===== config.mk =====
export PLATFORM = sky130hd
export DESIGN_NAME = instr_sequencer
export DESIGN_NICKNAME = d
export VERILOG_FILES = /design/src/rtl/seq_pkg.sv /design/src/rtl/instr_sequencer.sv
export SDC_FILE = /design/constraint.sdc
export NUM_CORES = 1
export LEC_CHECK = 0
export ABC_AREA = 1
export CORE_MARGIN = 4
export CORE_UTILIZATION = 30
export DETAILED_ROUTE_END_ITERATION = 7
export REMOVE_ABC_BUFFERS = 1
export SETUP_SLACK_MARGIN = 0.2
export SYNTH_ARGS = -nofsm -noshare
export SYNTH_HDL_FRONTEND = slang
export SYNTH_SLANG_ARGS = --single-unit

===== constraint.sdc =====
create_clock -name clk -period 1.5 [get_ports clk]
set_clock_uncertainty 0.15 [all_clocks]
set_input_delay 0.3 -clock clk [delete_from_list [all_inputs] [get_ports clk]]
set_output_delay 0.3 -clock clk [all_outputs]
set_load 0.1 [all_outputs]

===== src/rtl/seq_pkg.sv =====
`default_nettype none
// ============================================================================
//  Module      : seq_pkg
//  Description : Shared states, opcodes and instruction fields for the
//                instruction sequencer and control unit.
//  Revision    : 1.0 - initial release
// ============================================================================
package seq_pkg;

    typedef enum logic [2:0] {
        IDLE   = 3'd0,
        FETCH  = 3'd1,
        WAIT   = 3'd2,
        DECODE = 3'd3,
        EXEC   = 3'd4,
        NEXT   = 3'd5,
        HALT   = 3'd6,
        FAULT  = 3'd7
    } state_t;

    localparam int INSTR_W = 10;

    localparam logic [3:0] OP_JMP  = 4'b1001;
    localparam logic [3:0] OP_HLT  = 4'b1111;
    localparam logic [3:0] OP_ILL0 = 4'b1101;
    localparam logic [3:0] OP_ILL1 = 4'b1110;

    localparam int OPC_HI = 9;
    localparam int OPC_LO = 6;
    localparam int OPD_HI = 5;
    localparam int OPD_LO = 0;

    function automatic logic [3:0] get_opcode(input logic [INSTR_W-1:0] instr);
        return instr[OPC_HI:OPC_LO];
    endfunction

    function automatic logic [5:0] get_operand(input logic [INSTR_W-1:0] instr);
        return instr[OPD_HI:OPD_LO];
    endfunction

endpackage
`default_nettype wire


===== src/rtl/instr_sequencer.sv =====
`default_nettype none
// ============================================================================
//  Module      : instr_sequencer
//  Description : Fetch/decode/execute sequencer owning the PC and IR, with
//                free-run, single-step, halt and fetch-timeout fault.
//  Revision    : 1.0 - initial release
// ============================================================================
module instr_sequencer
    import seq_pkg::*;
#(
    parameter int PC_W     = 8,
    parameter int PROG_LEN = 64,
    parameter int TIMEOUT  = 15,
    parameter int CNT_W    = 16
) (
    input  logic               clk,
    input  logic               reset_global,
    input  logic               run,
    input  logic               step,
    input  logic               halt_req,
    output logic               imem_req,
    output logic [PC_W-1:0]    imem_addr,
    input  logic               imem_ack,
    input  logic [9:0]         imem_data,
    output logic [9:0]         ir,
    output logic               ir_valid,
    output logic               exec_en,
    output logic [PC_W-1:0]    pc,
    output logic [2:0]         state,
    output logic               halted,
    output logic               fault,
    output logic [CNT_W-1:0]   instr_count
);

    localparam int TMO_W = $clog2(TIMEOUT + 1);

    state_t             r_state;
    state_t             w_next;
    logic [PC_W-1:0]    r_pc;
    logic [9:0]         r_ir;
    logic [CNT_W-1:0]   r_count;
    logic [TMO_W-1:0]   r_tmo_cnt;
    logic               r_step_pending;
    logic [3:0]         w_opcode;
    logic               w_tmo_expire;

    assign w_opcode     = get_opcode(r_ir);
    assign w_tmo_expire = (r_tmo_cnt + TMO_W'(1)) == TMO_W'(TIMEOUT);

    always_comb begin
        w_next = r_state;
        case (r_state)
            IDLE: begin
                if (halt_req)
                    w_next = HALT;
                else if (run || r_step_pending)
                    w_next = FETCH;
            end
            FETCH:  w_next = WAIT;
            WAIT: begin
                if (imem_ack)
                    w_next = DECODE;
                else if (w_tmo_expire)
                    w_next = FAULT;
            end
            DECODE: begin
                if (w_opcode == OP_HLT)
                    w_next = HALT;
                else if (w_opcode == OP_ILL0 || w_opcode == OP_ILL1)
                    w_next = FAULT;
                else
                    w_next = EXEC;
            end
            EXEC:   w_next = NEXT;
            NEXT: begin
                if (halt_req)
                    w_next = HALT;
                else if (run)
                    w_next = FETCH;
                else
                    w_next = IDLE;
            end
            HALT:   w_next = HALT;
            FAULT:  w_next = FAULT;
            default: w_next = IDLE;
        endcase
    end

    always_ff @(posedge clk or posedge reset_global) begin
        if (reset_global) begin
            r_state        <= IDLE;
            r_pc           <= '0;
            r_ir           <= '0;
            r_count        <= '0;
            r_tmo_cnt      <= '0;
            r_step_pending <= 1'b0;
        end else begin
            r_state <= w_next;

            // A step is consumed by the fetch it launches.
            if (r_state == IDLE && w_next == FETCH)
                r_step_pending <= 1'b0;
            else if (step)
                r_step_pending <= 1'b1;

            case (r_state)
                FETCH: r_tmo_cnt <= '0;
                WAIT: begin
                    if (imem_ack)
                        r_ir <= imem_data;
                    else
                        r_tmo_cnt <= r_tmo_cnt + TMO_W'(1);
                end
                EXEC: begin
                    if (r_count != {CNT_W{1'b1}})
                        r_count <= r_count + CNT_W'(1);
                end
                NEXT: begin
                    // Jump targets beyond the program length are taken verbatim.
                    if (w_opcode == OP_JMP)
                        r_pc <= PC_W'(get_operand(r_ir));
                    else if (r_pc == PC_W'(PROG_LEN - 1))
                        r_pc <= '0;
                    else
                        r_pc <= r_pc + PC_W'(1);
                end
                default: ;
            endcase
        end
    end

    assign imem_req    = (r_state == FETCH) || (r_state == WAIT);
    assign imem_addr   = r_pc;
    assign ir          = r_ir;
    assign ir_valid    = (r_state == DECODE) || (r_state == EXEC) || (r_state == NEXT);
    assign exec_en     = (r_state == EXEC);
    assign pc          = r_pc;
    assign state       = r_state;
    assign halted      = (r_state == HALT);
    assign fault       = (r_state == FAULT);
    assign instr_count = r_count;

endmodule
`default_nettype wire


# After elaboration in Yosys (flattened, before gate mapping)
# Cells that the tools add are included.
# op_classes
n_addsub,3
eq_ne,16
n_mux,15
n_reduce_logical,12
# ops
cell,count
one-hot mux 3 bit (8 select lines),1
equality test 4 bit (second input constant),5
adder 16 x 1 -> 16 bit (second input constant),1
2-to-1 mux 8 bit,2
!= test 16 bit (second input constant),1
2-to-1 mux 3 bit,5
equality test 3 bit (second input constant),4
adder 8 x 1 -> 8 bit (second input constant),1
equality test 8 x 6 -> 1 bit (second input constant),1
one-hot mux 4 bit (2 select lines),1
equality test 3 x 1 -> 1 bit (second input constant),2
equality test 3 x 2 -> 1 bit (second input constant),2
AND reduction 2 bit,3
logical OR 1 bit,5
adder 4 x 1 -> 4 bit (second input constant),1
2-to-1 mux 2 bit,2
2-to-1 mux 4 bit,1
nonzero test 2 bit,2
zero test 3 bit,1
2-to-1 mux 1 bit,3
!= test 2 bit (second input constant),1
logical AND 1 bit,1
# word_totals
regBits,42
input_bits,16
output_inout_bits,50
word_cells,52

# Depth between registers and ports, before layout
# depth
ltp_word,8
depth_mapped,9
mapped_depth_nobuf,9

# Least setup slack after synthesis
# No wires, ideal clock.
# synth_path
path_type,reg2out
start,"register r_state[1], in the netlist state[1]"
end,output port halted
arrival_time_ns,3.299
required_ns,1.050
slack_ns,-2.249
stages_incl_launch_ff,3
n_path_buf,0
path_cell_list,dfrtp_1 inv_1 nor3_1
# synth_via
elab_chain_len,1
# synth_lines
item,line_no,text
start: declaration,instr_sequencer.sv:37,state_t r_state;
start signal: assignment,instr_sequencer.sv:98,r_state <= w_next;
equality test 3 bit,instr_sequencer.sv:139,assign halted = (r_state == HALT);
end: declaration,instr_sequencer.sv:30,"output logic halted,"
# Every way passes these cells.

# Final worst setup path
# layout_path
start,"register r_state[2], in the netlist state[2]"
end,output port ir_valid
# layout_via
elab_chain_len,3
word_cells_on_any_way,5
cone_classes,3 x eq/ne; 2 x reduce/logical
# layout_lines
item,line_no,text
equality test 3 x 2 -> 1 bit or equality test 3 bit (tied branches),instr_sequencer.sv:135,assign ir_valid = (r_state == DECODE) || (r_state == EXEC) || (r_state == NEXT);
logical OR 1 bit,instr_sequencer.sv:135,
logical OR 1 bit (*),instr_sequencer.sv:135,
end: declaration,instr_sequencer.sv:26,"output logic ir_valid,"
# Mark *: on every way between the ends. The rest lies on a longest branch, timed or not.

==> reports/metrics.csv <==
stage;metric;value;unit
synthesis;synthTopCellsByArea;dfrtp_1, nand2_1, nand3_1;
timing;hold_viol;0;
global_routing;first_global_vias;2875;
layout;area_growth_syn_to_layout;107;%
synthesis;ys_ff_latch;42;
synthesis;synth-simple-area-share;0.383;
worst_setup_path;endpoint_kind;output pin;
synthesis;muxShareOfSynthArea;0;
timing;slew_violations;0;
layout;num_antenna_cells;0;
min_path;hp-class;in -> async;
global_routing;grt_pass1_wl;13500;um
global_routing;grt_max_degree;43;
timing;slew_headroom;0.712;
synthesis;yosysUniqueCellTypes;27;
placement;finalWeightedCongestion;0.891;
clock_network;cts_buffers;5;
worst_setup_path;reg2reg_from;state[2]$_DFF_PP0_;
clock_network;root_buffer;clkbuf_8;
synthesis;synth-compound-area-share;0.0382;
layout;finalNetCount;537;
pwr;power;2.01;mW
synthesis;yosysTopAreaCellShare;0.423;
timing;min_period_over_period;1.25;
floorplanning;die_h;99.1;um
worst_setup_path;required;1050;ps
clock_network;cts.clk_slew.worst_paths;90;ps
worst_setup_path;critPathArrivalTime;1430;ps
detailed_routing;drt_iter0_drc;169;
worst_setup_path;worstSetupPathType;reg -> out;
floorplanning;die_w;99.1;um
placement;place_ws;-144;ps
clock_network;h-tree-depth;2;
timing;hold_slack;200;ps
synthesis;synth.largest_area_cell;dfrtp_1;
clock_network;numClockSinks;42;
clock_network;cts_tree;yes;
layout;final_cells;620;
placement;hpwl;5370;um
run;cap_violations;0;
worst_setup_path;start_kind;flop;
synthesis;synth-xor-area-share;0.0458;
floorplanning;die-area;9810;um2
global_routing;track_usage;0.168;
detailed_routing;drtAntennaViolNets;0;
detailed_routing;routed_wl;8740;um
detailed_routing;drcViolationCount;0;
synthesis;synth_top_family_by_area;simple AND/OR/NAND/NOR gates;
floorplanning;ios;66;
floorplanning;start_util;0.315;
synthesis;synth_most_common_cell;nand2_1;
synthesis;synthFlopType;dfrtp_1;
placement;io_buffers;65;
detailed_routing;drt_first_pass_iters;4;
pwr;p_per_area;392;nW/um2
clock_network;clk_latency;300;ps
timing;fmax;532;MHz
synthesis;synthCells;345;
synthesis;synth_fa_ha_area_frac;0.0201;
pwr;p_leak;2.49;nW
timing;tightest_slew;432;ps
pwr;peakVddDrop;0.261;mV
detailed_routing;num_vias;2944;
global_routing;antenna_found_initial;0;
worst_setup_path;cp-startpoint;state[2]$_DFF_PP0_;
placement;dp_cells;563;
clock_network;cts_hold_buf;0;
clock_network;cts.path.max_buffers;2;
timing;setup_ws;-378;ps
status;status;complete, but fails checks;
status;violations;setup timing;
synthesis;yosysWarnings;0;
detailed_routing;vias_per_cell;4.75;
worst_setup_path;path_max_fanout;5;
synthesis;synth_edf_count;0;
synthesis;synthTopCellsByCount;nand2_1, dfrtp_1, nor2_1, nand3_1, inv_1;
synthesis;syn_area;2490;um2
synthesis;avgSynthCellArea;7.21;um2
synthesis;async_flop_share;1.00;
timing;finalSetupViolations;33;
floorplanning;rows;32;
synthesis;seq_area_frac_synth;0.423;
global_routing;globalRoute.totalOverflow;0;
layout;drive_above_1_share;0.479;
timing;rsz0062_at_grt;yes;
timing;period_needed;1880;ps
detailed_routing;routedWlPerCell;14.1;um
floorplanning;fp.coreArea;7890;um2
metrics by stage:
stage | TNS (ps) | util | cell area [um2]
6_report | -4600 | 0.652 | 5150
5_1_grt | -7600 | 0.652 | 5150
4_1_cts | -3530 | 0.614 | 4840
3_5_place_dp | -2640 | 0.531 | 4190
3_3_place_gp | -1280 | 0.531 | 4190
2_1_floorplan | -55070 | - | 2390
sequential cells by signal (all words and copies together) (netlist names):
signal,flops
instr_count,16
imem_addr,8
state,3
r_step_pending,1
ir,10
r_tmo_cnt,4
layout by cell type, fill, tap and decap left out, types with 4 or more instances in the layout:
cell,count
dfrtp_2,7
nand3_1,23
buf_12,54
nor2_4,7
buf_4,65
nor2_1,31
nand2_4,5
inv_1,28
clkbuf_8,6
dfrtp_1,35
nand2_2,22
nand4_1,6
nor2_2,7
nand2_1,104
clkdlybuf4s50_1,14
buf_6,41
o21ai_1,4
nand3_2,9
xnor2_1,4
inv_2,5
nor3_4,4
xor2_1,9
per-layer routing:
metal  GRT usage  up-vias  routed length [um]
met5           0        -                   0
li1            -     1426                   -
met4      0.0525        0                 188
met2       0.314       89                4770
met1       0.198     1412                3390
met3      0.0234       17                 393
final timing paths:
check / to / slack, ps / cells past startpoint
worst min register to register: r_step_pending$_DFFE_PP0P_ / 380 / 2
worst min-delay path: instr_count[10]$_DFFE_PP0P_ / 200 / 3
worst max-delay path: ir_valid / -380 / 5
min in group clk: ir[9]$_DFFE_PP0P_ / 360 / 4
worst max register to register: instr_count[6]$_DFFE_PP0P_ / -200 / 9
max in group asynchronous: instr_count[3]$_DFFE_PP0P_ / 770 / 3
logic make-up after synthesis:
| logic type | Yosys count |
|---|---|
| buffers and inverters | 47 |
| flip-flops | 42 |
| AO/OA/AOI/OAI | 15 |
| AND/OR/NAND/NOR | 224 |
| XOR/XNOR | 13 |
| adder cells (fa/ha/maj) | 4 |
power by group:
part,leakage [nW],switching (mW),internal (mW)
Combinational,1.89,0.0446,0.0436
Sequential,0.557,0.0000000000000000494,1.13
Clock,0.0472,0.425,0.371
Total,2.49,0.470,1.55
timing repair:
action / in CTS / in global routing
resized for setup: 89 / 48
setup buffers: 33 / 14
pin swaps: 25 / 12
cloned: 1 / 1
endpoints found under the setup margin: 92 / 92
layout make-up:
class                   instances  area [um2]
fillers                       582        2740
repair buffers                177        2220
multi-input cells             257        1510
flip-flops and latches         42        1060
inverters                      34         131
well taps                     102         128
clock buffers                   6        82.6
clock inverters                 2        12.5
critical path, cell delays in order (launching register included):
cell	delay (ps)
dfrtp_2	480
inv_2	120
nor2_4	190
nor2_2	60
nand2_2	100
buf_12	180
No activity file was read; power rests on OpenSTA's default activity.
==> RTL change: new RTL, config.mk and constraints unchanged <==
Set the parameter `CNT_W` to 12 (it was 16).
--- a/src/rtl/instr_sequencer.sv
+++ b/src/rtl/instr_sequencer.sv
@@ -11,7 +11,7 @@
     parameter int PC_W     = 8,
     parameter int PROG_LEN = 64,
     parameter int TIMEOUT  = 15,
-    parameter int CNT_W    = 16
+    parameter int CNT_W    = 12
 ) (
     input  logic               clk,
     input  logic               reset_global,
Ports: changed (resized instr_count); port bits go from 66 to 62. The function was not compared with the original's and may differ.
==> RTL change against the original RTL <==
The flow still finishes with violations (negative setup slack). First-iteration DRC count is 60% lower. Sequential power down 9%. Sequential cell count shrank 4. Area after synthesis shrank 7.2%. Final area down 5.4%. Wire length fell by 15%. Setup slack improved by 0.087 ns. Power is 8.2% higher. Die area down 6.7%. Highest routed layer unchanged.
==> RTL change: results (changes against the original RTL) <==
GRT
  • Largest net degree at the start of global routing: 39 (-9.3%)
  • GR Util All Layers: 16.5% (-0.30 points)
  • First-pass GRT wire length: 12,000 microns (-11%)
  • Vias in the first global route: 2,647 (-7.9%)
  • Initial antenna violation count: 0 (unchanged)

CTS
  • Clk slew on worst S/H paths: 0.08 ns
  • H-tree levels: 2 (unchanged)
  • Worst-skew pair later-pin latency: 0.30 ns (about the same)
  • Clk buf depth: 2 (unchanged)
  • Root Driver: clkbuf_8
  • CTS buffer count: 5 (unchanged)

Timing
  • Slew HR: 75.6% (+4.4 points)
  • Setup violations, final: 26 (-21%)
  • TNS Setup: -3.30 ns (+1.31 ns)
  • Final worst setup slack: -0.291 ns (+0.0874 ns)

Pwr
  • Maximum VDD drop: 0.484 mV (+86%)
  • Sw frac: 20.4% (-2.9 points)
  • Leakage power: 2.41 nW (-3.1%)

Synth
  • Commonest cells post-synth: 119 x nand2_1, 38 x dfrtp_1, 30 x inv_1, 30 x nand3_1, 25 x nor2_1
  • FFs w/ async S/R, synth: 100% (unchanged)
  • Top FF cell, synth: dfrtp_1
  • Yosys Warn Count: 0 (unchanged)
  • Library cells used by synthesis: 29 (+7.4%)
  • Syn_area_per_cell: 7.28 sq um (+0.95%)
  • Register area share after synthesis: 41.2% (-1.0 points)
  • Ranking of synthesized cells by area: dfrtp_1 41%, nand2_1 19%, nand3_1 6.5%

Critical path
  • Reg2reg start: state[1]$_DFF_PP0_
  • Capturing point of the worst reg2reg path: r_tmo_cnt[2]$_DFFE_PP0P_
  • FF-to-FF path depth: 9 (unchanged)
  • Reg-to-reg setup timing slack: -0.21 ns
  • Critical path peak fanout: 4 (-1)

Place
  • Placed cells: 515 (-8.5%)
  • GP Congestion: 0.869 (-2.4%)
  • Pre-CTS setup slack: -0.0761 ns (+0.0682 ns)
  • I/O Buffers: 61 (-6.2%)
  • HPWL Detailed: 4780 microns (-11%)

Worst hold path
  • Worst min-delay path class: in2async

Routing
  • DR pass1 iterations: 4 (unchanged)
  • Vias after detailed routing: 2,651 (-10%)
  • Number of vias per cell: 4.60 (-3.1%)
  • DRT iter0 DRCs: 67 (-60%)
  • WL/cell: 12.9 microns (-8.7%)

Final layout
  • Ratio of cells with drive above 1 in the final layout: 52.0% (+4.1 points)
  • Nets: 496 (-7.6%)
  • Max FFs per register: 12 (-4)
  • Ant diodes: 0 (unchanged)

Status
  • Outcome: complete, but fails checks
  • Failing checks: negative setup slack
[RTL change: logic make-up (layout without fill, tap and decap cells)]
logic type / after synthesis / count (layout) / synth area share (%)
flip-flops: 38 / 38 / 41.2
buffers and inverters: 50 / 209 / 10.6
adder cells (fa/ha/maj): 4 / 4 / 2.17
AO/OA/AOI/OAI: 14 / 14 / 3.31
AND/OR/NAND/NOR: 203 / 204 / 39.7
XOR/XNOR: 8 / 8 / 3.04
[RTL change: routing by layer]
metal	wire (microns)	GRT usage [%]	share of wire [%]	up-vias
met4	113	4.27	1.5	0
met1	3210	21.3	43	1262
met3	357	3.83	4.8	12
li1	-	-	-	1318
met5	0	0	0	-
met2	3740	28.0	50	59
[RTL change: power by group through the flow]
stage	Sequential [mW]	Clock, mW	Combinational, mW
6_report	1.03	1.07	0.0845
5_1_grt	1.03	1.14	0.0933
4_1_cts	1.03	1.08	0.0835
3_5_place_dp	1.05	0	0.0819
3_3_place_gp	1.05	0	0.0817
2_1_floorplan	1.05	0	0.0195
[RTL change: area by class of cell]
type                            count  area (sq um)
Clock buffer                        5          68.8
Timing Repair inverter              1          6.26
Fill cell                         540          2500
Timing Repair Buffer              162          2030
Multi-Input combinational cell    230          1440
Inverter                           38           173
Clock inverter                      3          68.8
Tap cell                           99           124
Sequential cell                    38           956
[RTL change: how the worst max path moves through the flow]
stage / start / to / cells past startpoint / slack [ns]
after floorplan: state[2]$_DFF_PP0_ / halted / 2 / -2.27
after global placement: state[0]$_DFF_PP0_ / halted / 4 / -0.05
after detailed placement: imem_ack / r_tmo_cnt[2]$_DFFE_PP0P_ / 5 / -0.08
after CTS: state[0]$_DFF_PP0_ / imem_req / 5 / -0.31
after global routing: state[1]$_DFF_PP0_ / ir_valid / 5 / -0.36
final: state[0]$_DFF_PP0_ / halted / 4 / -0.29
[RTL change: worst max-delay path, stage by stage, from the launching register on]
cell	delay [ns]
dfrtp_2	0.46
buf_6	0.14
nor3_4	0.16
buf_6	0.12
buf_12	0.16
[RTL change: timing repair]
item | 4_1_cts | 5_1_grt
buffers inserted | 40 | 11
cloned | 2 | 0
endpoints found under the setup margin | 84 | 84
resized for setup | 79 | 70
pin swaps | 11 | 25
hold endpoints to repair | 0 | 0
[RTL change: metrics by stage]
| stage | instance area [sq um] | hold slack, ns |
|---|---|---|
| final | 4870 | 0.199 |
| after global placement | 3800 | 0.366 |
| after CTS | 4550 | 0.211 |
| after floorplan | 2210 | 0.275 |
| after global routing | 4870 | 0.231 |
| after detailed placement | 3800 | 0.368 |
